## src/rtl/lcd_stream_ctrl_if.sv

```systemverilog
// Write-side handshake and LCD pin bundle for lcd_stream_ctrl.
// master = CPU/bench side, slave = the controller.
interface lcd_stream_ctrl_if;
  logic       wr_valid;
  logic       wr_ready;
  logic       wr_rs;
  logic [7:0] wr_data;
  logic       busy;
  logic       init_done;
  logic       lcd_en;
  logic       lcd_rw;
  logic       lcd_rs;
  logic [7:0] lcd_data;

  modport master (
    output wr_valid, wr_rs, wr_data,
    input  wr_ready, busy, init_done, lcd_en, lcd_rw, lcd_rs, lcd_data
  );

  modport slave (
    input  wr_valid, wr_rs, wr_data,
    output wr_ready, busy, init_done, lcd_en, lcd_rw, lcd_rs, lcd_data
  );
endinterface

```

## src/rtl/lcd_stream_ctrl.sv

```systemverilog
// HD44780 character LCD driver: power-up wait, fixed init ROM, then drains a byte FIFO.
// Optional macro LCD_AUTOWRAP_EN adds cursor tracking with automatic line-wrap commands.
module lcd_stream_ctrl #(
  parameter int unsigned DEPTH          = 8,
  parameter int unsigned EN_CYCLES      = 50_000,
  parameter int unsigned SHORT_CYCLES   = 50_000,
  parameter int unsigned LONG_CYCLES    = 100_000,
  parameter int unsigned POWERUP_CYCLES = 1_000_000,
  parameter logic [7:0]  FUNC_SET       = 8'h38
) (
  input  logic               clk,
  input  logic               rst,
  lcd_stream_ctrl_if.slave   bus
);

  localparam int          AW         = $clog2(DEPTH);
  localparam logic [AW:0] PTR_ONE    = {{AW{1'b0}}, 1'b1};
  localparam logic [31:0] EN_LAST    = 32'(EN_CYCLES - 1);
  localparam logic [31:0] SHORT_LAST = 32'(SHORT_CYCLES - 1);
  localparam logic [31:0] LONG_LAST  = 32'(LONG_CYCLES - 1);
  localparam logic [31:0] PWR_LAST   = 32'(POWERUP_CYCLES - 1);

  typedef enum logic [2:0] {PWR, INIT, IDLE, SETUP, PULSE, HOLD} state_e;

  state_e      state_q;
  logic [31:0] cnt_q;
  logic [2:0]  rom_idx_q;
  logic        init_done_q;
  logic        lcd_en_q;
  logic        lcd_rs_q;
  logic [7:0]  lcd_data_q;

  logic [8:0]  mem_q [DEPTH];
  logic [AW:0] wr_ptr_q, rd_ptr_q;
  logic        empty, full, push, pop, wrap_hold, long_hold;
  logic [8:0]  head;
  logic [7:0]  rom_byte;
  logic [31:0] hold_last;

`ifdef LCD_AUTOWRAP_EN
  logic       line_q;
  logic [3:0] col_q;
  logic       wrap_pend_q;
  assign wrap_hold = wrap_pend_q;
`else
  assign wrap_hold = 1'b0;
`endif

  // Extra MSB on the pointers distinguishes full from empty when the indices match.
  assign empty = (wr_ptr_q == rd_ptr_q);
  assign full  = (wr_ptr_q[AW] != rd_ptr_q[AW]) && (wr_ptr_q[AW-1:0] == rd_ptr_q[AW-1:0]);
  assign push  = bus.wr_valid && !full;
  assign pop   = (state_q == IDLE) && !empty && !wrap_hold;
  assign head  = mem_q[rd_ptr_q[AW-1:0]];

  assign long_hold = !lcd_rs_q && (lcd_data_q == 8'h01 || lcd_data_q == 8'h02);
  assign hold_last = long_hold ? LONG_LAST : SHORT_LAST;

  always_comb begin
    // NOTE: default assigned first so no path through the case can infer a latch.
    rom_byte = 8'h80;
    case (rom_idx_q)
      3'd0:    rom_byte = FUNC_SET;
      3'd1:    rom_byte = 8'h0E;
      3'd2:    rom_byte = 8'h01;
      3'd3:    rom_byte = 8'h06;
      default: ;
    endcase
  end

  // NOTE: storage is not reset; flushing the FIFO only needs the pointers cleared.
  always_ff @(posedge clk) begin
    if (push) mem_q[wr_ptr_q[AW-1:0]] <= {bus.wr_rs, bus.wr_data};
  end

  always_ff @(posedge clk or posedge rst) begin
    if (rst) begin
      wr_ptr_q <= '0;
      rd_ptr_q <= '0;
    end else begin
      if (push) wr_ptr_q <= wr_ptr_q + PTR_ONE;
      if (pop)  rd_ptr_q <= rd_ptr_q + PTR_ONE;
    end
  end

  always_ff @(posedge clk or posedge rst) begin
    if (rst) begin
      state_q     <= PWR;
      cnt_q       <= '0;
      rom_idx_q   <= '0;
      init_done_q <= 1'b0;
      lcd_en_q    <= 1'b0;
      lcd_rs_q    <= 1'b0;
      lcd_data_q  <= '0;
`ifdef LCD_AUTOWRAP_EN
      line_q      <= 1'b0;
      col_q       <= '0;
      wrap_pend_q <= 1'b0;
`endif
    end else begin
      unique case (state_q)
        PWR: begin
          if (cnt_q == PWR_LAST) begin
            cnt_q   <= '0;
            state_q <= INIT;
          end else begin
            cnt_q <= cnt_q + 32'd1;
          end
        end
        INIT: begin
          lcd_rs_q   <= 1'b0;
          lcd_data_q <= rom_byte;
          state_q    <= SETUP;
        end
        IDLE: begin
`ifdef LCD_AUTOWRAP_EN
          if (wrap_pend_q) begin
            lcd_rs_q    <= 1'b0;
            lcd_data_q  <= line_q ? 8'h80 : 8'hC0;
            line_q      <= !line_q;
            col_q       <= '0;
            wrap_pend_q <= 1'b0;
            state_q     <= SETUP;
          end else
`endif
          if (!empty) begin
            lcd_rs_q   <= head[8];
            lcd_data_q <= head[7:0];
            state_q    <= SETUP;
`ifdef LCD_AUTOWRAP_EN
            // The wrap command is issued from IDLE before the next pop is allowed.
            if (head[8]) begin
              if (col_q == 4'd15) wrap_pend_q <= 1'b1;
              else                col_q       <= col_q + 4'd1;
            end else if (head[7:0] == 8'h01 || head[7:0] == 8'h02 || head[7:0] == 8'h80) begin
              line_q <= 1'b0;
              col_q  <= '0;
            end else if (head[7:0] == 8'hC0) begin
              line_q <= 1'b1;
              col_q  <= '0;
            end
`endif
          end
        end
        SETUP: begin
          lcd_en_q <= 1'b1;
          state_q  <= PULSE;
        end
        PULSE: begin
          if (cnt_q == EN_LAST) begin
            cnt_q    <= '0;
            lcd_en_q <= 1'b0;
            state_q  <= HOLD;
          end else begin
            cnt_q <= cnt_q + 32'd1;
          end
        end
        HOLD: begin
          if (cnt_q == hold_last) begin
            cnt_q <= '0;
            if (init_done_q) begin
              state_q <= IDLE;
            end else if (rom_idx_q == 3'd4) begin
              init_done_q <= 1'b1;
              state_q     <= IDLE;
            end else begin
              rom_idx_q <= rom_idx_q + 3'd1;
              state_q   <= INIT;
            end
          end else begin
            cnt_q <= cnt_q + 32'd1;
          end
        end
        default: state_q <= PWR;
      endcase
    end
  end

  assign bus.wr_ready  = !full;
  assign bus.busy      = (state_q != IDLE) || !empty || wrap_hold;
  assign bus.init_done = init_done_q;
  assign bus.lcd_en    = lcd_en_q;
  assign bus.lcd_rw    = 1'b0;
  assign bus.lcd_rs    = lcd_rs_q;
  assign bus.lcd_data  = lcd_data_q;

endmodule

```

## src/flat_wrapper.sv

```systemverilog
// flat-port wrapper written by rule: the top's interface ports become plain ports
module lcd_stream_ctrl_flat 
#(
  parameter int unsigned DEPTH          = 8,
  parameter int unsigned EN_CYCLES      = 50_000,
  parameter int unsigned SHORT_CYCLES   = 50_000,
  parameter int unsigned LONG_CYCLES    = 100_000,
  parameter int unsigned POWERUP_CYCLES = 1_000_000,
  parameter logic [7:0]  FUNC_SET       = 8'h38
)
  (clk, rst, bus_wr_valid, bus_wr_rs, bus_wr_data, bus_wr_ready, bus_busy, bus_init_done, bus_lcd_en, bus_lcd_rw, bus_lcd_rs, bus_lcd_data);
  lcd_stream_ctrl_if bus_i ();
  input  logic clk;
  input  logic rst;
  input wire logic [$bits(bus_i.wr_valid)-1:0] bus_wr_valid;
  input wire logic [$bits(bus_i.wr_rs)-1:0] bus_wr_rs;
  input wire logic [$bits(bus_i.wr_data)-1:0] bus_wr_data;
  output wire logic [$bits(bus_i.wr_ready)-1:0] bus_wr_ready;
  output wire logic [$bits(bus_i.busy)-1:0] bus_busy;
  output wire logic [$bits(bus_i.init_done)-1:0] bus_init_done;
  output wire logic [$bits(bus_i.lcd_en)-1:0] bus_lcd_en;
  output wire logic [$bits(bus_i.lcd_rw)-1:0] bus_lcd_rw;
  output wire logic [$bits(bus_i.lcd_rs)-1:0] bus_lcd_rs;
  output wire logic [$bits(bus_i.lcd_data)-1:0] bus_lcd_data;
  assign bus_i.wr_valid = bus_wr_valid;
  assign bus_i.wr_rs = bus_wr_rs;
  assign bus_i.wr_data = bus_wr_data;
  assign bus_wr_ready = bus_i.wr_ready;
  assign bus_busy = bus_i.busy;
  assign bus_init_done = bus_i.init_done;
  assign bus_lcd_en = bus_i.lcd_en;
  assign bus_lcd_rw = bus_i.lcd_rw;
  assign bus_lcd_rs = bus_i.lcd_rs;
  assign bus_lcd_data = bus_i.lcd_data;
  lcd_stream_ctrl #(.DEPTH(DEPTH), .EN_CYCLES(EN_CYCLES), .SHORT_CYCLES(SHORT_CYCLES), .LONG_CYCLES(LONG_CYCLES), .POWERUP_CYCLES(POWERUP_CYCLES), .FUNC_SET(FUNC_SET)) u_core (.clk(clk), .rst(rst), .bus(bus_i));
endmodule
```

## config.mk

```make
export PLATFORM = sky130hd
export DESIGN_NAME = lcd_stream_ctrl_flat
export DESIGN_NICKNAME = d
export VERILOG_FILES = /design/src/rtl/lcd_stream_ctrl_if.sv /design/src/rtl/lcd_stream_ctrl.sv /design/src/flat_wrapper.sv
export SDC_FILE = /design/constraint.sdc
export NUM_CORES = 1
export LEC_CHECK = 0
export CAP_MARGIN = 15
export CORE_UTILIZATION = 57
export DETAILED_ROUTE_END_ITERATION = 7
export PLACE_DENSITY = 0.76
export SKIP_CTS_REPAIR_TIMING = 1
export SYNTH_ARGS = -nofsm -noshare
export SYNTH_HDL_FRONTEND = slang
export SYNTH_SLANG_ARGS = --single-unit
```

## constraint.sdc

```tcl
create_clock -name clk -period 3.1 [get_ports clk]
set_input_delay 0.62 -clock clk [delete_from_list [all_inputs] [get_ports clk]]
set_output_delay 0.62 -clock clk [all_outputs]
set_load 0.005 [all_outputs]
```

==> impl_metrics.toml <==
[critical_path]
end_kind = "flop"
cp-start-kind = "flop"
crit_path_max_incr_delay_ns = 0.64
crit_arrival_ns = 3.31
cp_top_family = "simple AND/OR/NAND/NOR gates"
critical_path.cell_chain = "or4_1, nor4_1, a31oi_1, or4_1, nor2_2, o21ai_0"
path_class = "flop to flop"
slowest_stage = "or4_1"
crit_path_max_fanout = 9
required_ns = 3.49
critPathBufInv = 0
crit_path_frequent_cell = "or4_1"

[outcome]
outcome = "finished clean"

[clock_tree]
clock_latency_ns = 0.53
numCtsBuffers = 17
clk_pin_slew_ns = 0.06
cts_sinks = 129
cts_tree = "built"
cts-root-buf = "clkbuf_8"
htree_levels = 4
cts_buffer_depth = 2

[yosys]
ys_seq_area_share_pct = 58.8
synthAdderAreaFrac_pct = 1.64
synth_compound_gate_area_share_pct = 9.61
synth_fp_nets = 505
synth_edf_count = 72
yosys_warnings = 0
synthCells = 485
synthMuxAreaShare_pct = 10.3
yosys-top-cells-area = "edfxtp_1 35%, dfrtp_1 23%, mux4_2 6.6%"
yosysTopAreaCellShare_pct = 35.4
netlist_area_sq_um = 6110
ys.flop_type = "edfxtp_1"
synth-seq-cells = 129
avgSynthCellArea_sq_um = 12.6
ys_types = 52
ys_async_sr_fraction_pct = 44.2
yosysTopAreaCell = "edfxtp_1"
synth_top_family_by_area = "simple AND/OR/NAND/NOR gates"
post_synth_and_or_nand_nor_area_fraction_pct = 14.7
synth_xor_area_share_pct = 2.01

[pwr]
pwr-share-seq_pct = 47.8
netSwitchingFraction_pct = 24.5
p_int_w = 0.00329
p_clk_share_pct = 44.2
p_sw_w = 0.00107
pwr-share-comb_pct = 8.0
powerDensity_nw_per_um2 = 609
cellLeakagePower_nw = 2.62
p_total_w = 0.00436
ir_worst_vdd_uv = 736

[sta]
fmax_mhz = 342
worstMarginPinSlew_ns = 0.866
fin_tns_setup_ns = 0
min_period_over_period_pct = 94.3
drv_slew = 0
rsz0062_at_grt = "false"
hold_viol_final = 0
fin_skew_ns = 0.00885
maxSlewHeadroom_pct = 41.8
fin_crit_ns = 2.92
finalSetupViolations = 0

[detailed_routing]
drc = 0
via_per_inst = 6.34
wl_per_cell_um = 20.1
ant_nets = 0
totalWireLength_um = 13500
drt_iter0_drc = 437
via_count = 4268
dr.pass1.iters = 6

[grt]
first_global_vias = 4217
grt_use_total_pct = 26.4
grt_pass1_wl_um = 21900
grt.overflow.total = 0
grt_max_degree = 27
antenna_found_initial = 0

[floorplan]
fp.dieH_um = 106
die_area_sq_um = 11100
core_area_sq_um = 10400
fp.dieW_um = 106
rows = 37
start_util_pct = 58.9
io_pins = 26

[final_layout]
final_cell_mix = "72 x edfxtp_1, 57 x dfrtp_1, 40 x nand2_1"
final_cells = 673
antenna_cells = 0
fin_nets = 545
syn_to_final_growth_pct = 17.1
seq_area_sq_um = 3590
drive_gt1_share_pct = 17.5
fillers = 734
multi_input_area_sq_um = 2350
layout_commonest_cell = "edfxtp_1"

[placed_design]
dp_hpwl_um = 8740
io_buffers = 24
place.gp.congestion = 0.893
dp.cells = 640

[hold_path]
hp-class = "input pin to asynchronous set/reset pin"

[flow_run]
cap_violations = 0
## power groups by stage
stage | logic, W | clock network [W] | registers, W
after floorplan | 0.000249 | 0 | 0.00205
after global placement | 0.000341 | 0 | 0.00210
after detailed placement | 0.000349 | 0 | 0.00211
after CTS | 0.000358 | 0.00195 | 0.00208
after global routing | 0.000386 | 0.00202 | 0.00210
final | 0.000350 | 0.00192 | 0.00208
## state kept, by name, summed over array words and instances (netlist names)
| register | count |
|---|---|
| u_core.state_q | 3 |
| u_core.wr_ptr_q | 4 |
| u_core.rd_ptr_q | 4 |
| u_core.mem_q | 72 |
| u_core.rom_idx_q | 3 |
| u_core.bus.lcd_data | 8 |
| u_core.bus.lcd_en | 1 |
| u_core.bus.lcd_rs | 1 |
| u_core.bus.init_done | 1 |
| u_core.cnt_q | 32 |
## through the flow
stage | util (%) | setup slack (ns) | area [sq um] | hold WS, ns
floorplan | - | 0.538 | 6110 | 0.460
global placement | 63.3 | 0.281 | 6560 | 0.472
detailed placement | 63.3 | 0.227 | 6560 | 0.484
CTS | 68.8 | 0.137 | 7130 | 0.470
global route | 68.9 | 0.00137 | 7150 | 0.518
finish | 68.9 | 0.178 | 7150 | 0.465
## layer usage
| metal | part of all wire, % | wire, um | vias to the layer above | GRT usage, % |
|---|---|---|---|---|
| met1 | 41 | 5600 | 2084 | 34.4 |
| met3 | 6.3 | 850 | 39 | 5.57 |
| met2 | 50 | 6740 | 194 | 42.8 |
| met4 | 2.5 | 343 | 0 | 12.5 |
| li1 | - | - | 1951 | - |
| met5 | 0 | 0 | - | 0 |
## cells by family after synthesis
kind of cell	Yosys count
AO/OA/AOI/OAI	90
XOR/XNOR	14
adder cells (fa/ha/maj)	8
buffers and inverters	40
flip-flops	129
multiplexers	39
other	1
AND/OR/NAND/NOR	164
## worst reg2reg max path, delay by kind of cell, from the launching register on
family           cells  cell delay [ns]
AO/OA/AOI/OAI        2             0.30
flip-flops           1             0.46
AND/OR/NAND/NOR      4             2.03
## layout make-up
class	count	share of cell area [%]
multi-input cells	316	32.9
well taps	136	2.38
clock inverters	14	2.19
flip-flops and latches	129	50.2
repair buffers	48	5.88
inverters	13	0.683
clock buffers	17	5.79
## synthesized netlist by cell type (2+ instances only)
library cell  instances
a21o_1                2
a21oi_1               9
a31oi_1               2
and2_1                4
and3_1                7
buf_1                 3
buf_2                 2
buf_4                 3
buf_6                 2
clkbuf_1             17
dfrtp_1              57
edfxtp_1             72
ha_1                  8
inv_1                13
mux2_2               10
mux2i_1              11
mux4_2               18
nand2_1              40
nand2b_1              6
nand3_1              20
nand4_1              14
nor2_1               15
nor2b_1               3
nor3_1               13
nor3b_1               3
nor4_1                8
nor4b_1               3
o21a_1                4
o21ai_0              28
o21ai_1               6
o22ai_1               4
o31ai_1              21
o32ai_1               5
o41ai_1               4
or2_2                 3
or3_1                 7
or4_1                11
xnor2_1              10
xor2_1                4
## final timing paths
path	from	endpoint	slack [ns]	cells after the start
max	u_core.cnt_q[5]	u_core.cnt_q[25]	0.18	6
min	rst	u_core.cnt_q[1]	0.47	2
max reg2reg	u_core.cnt_q[5]	u_core.cnt_q[25]	0.18	6
min reg2reg	u_core.wr_ptr_q[3]	u_core.wr_ptr_q[3]	0.49	1
max in group asynchronous	rst	u_core.cnt_q[30]	1.95	3
min in group clk	u_core.wr_ptr_q[3]	u_core.wr_ptr_q[3]	0.49	1
Note: power is estimated with default switching activity, not from simulation.
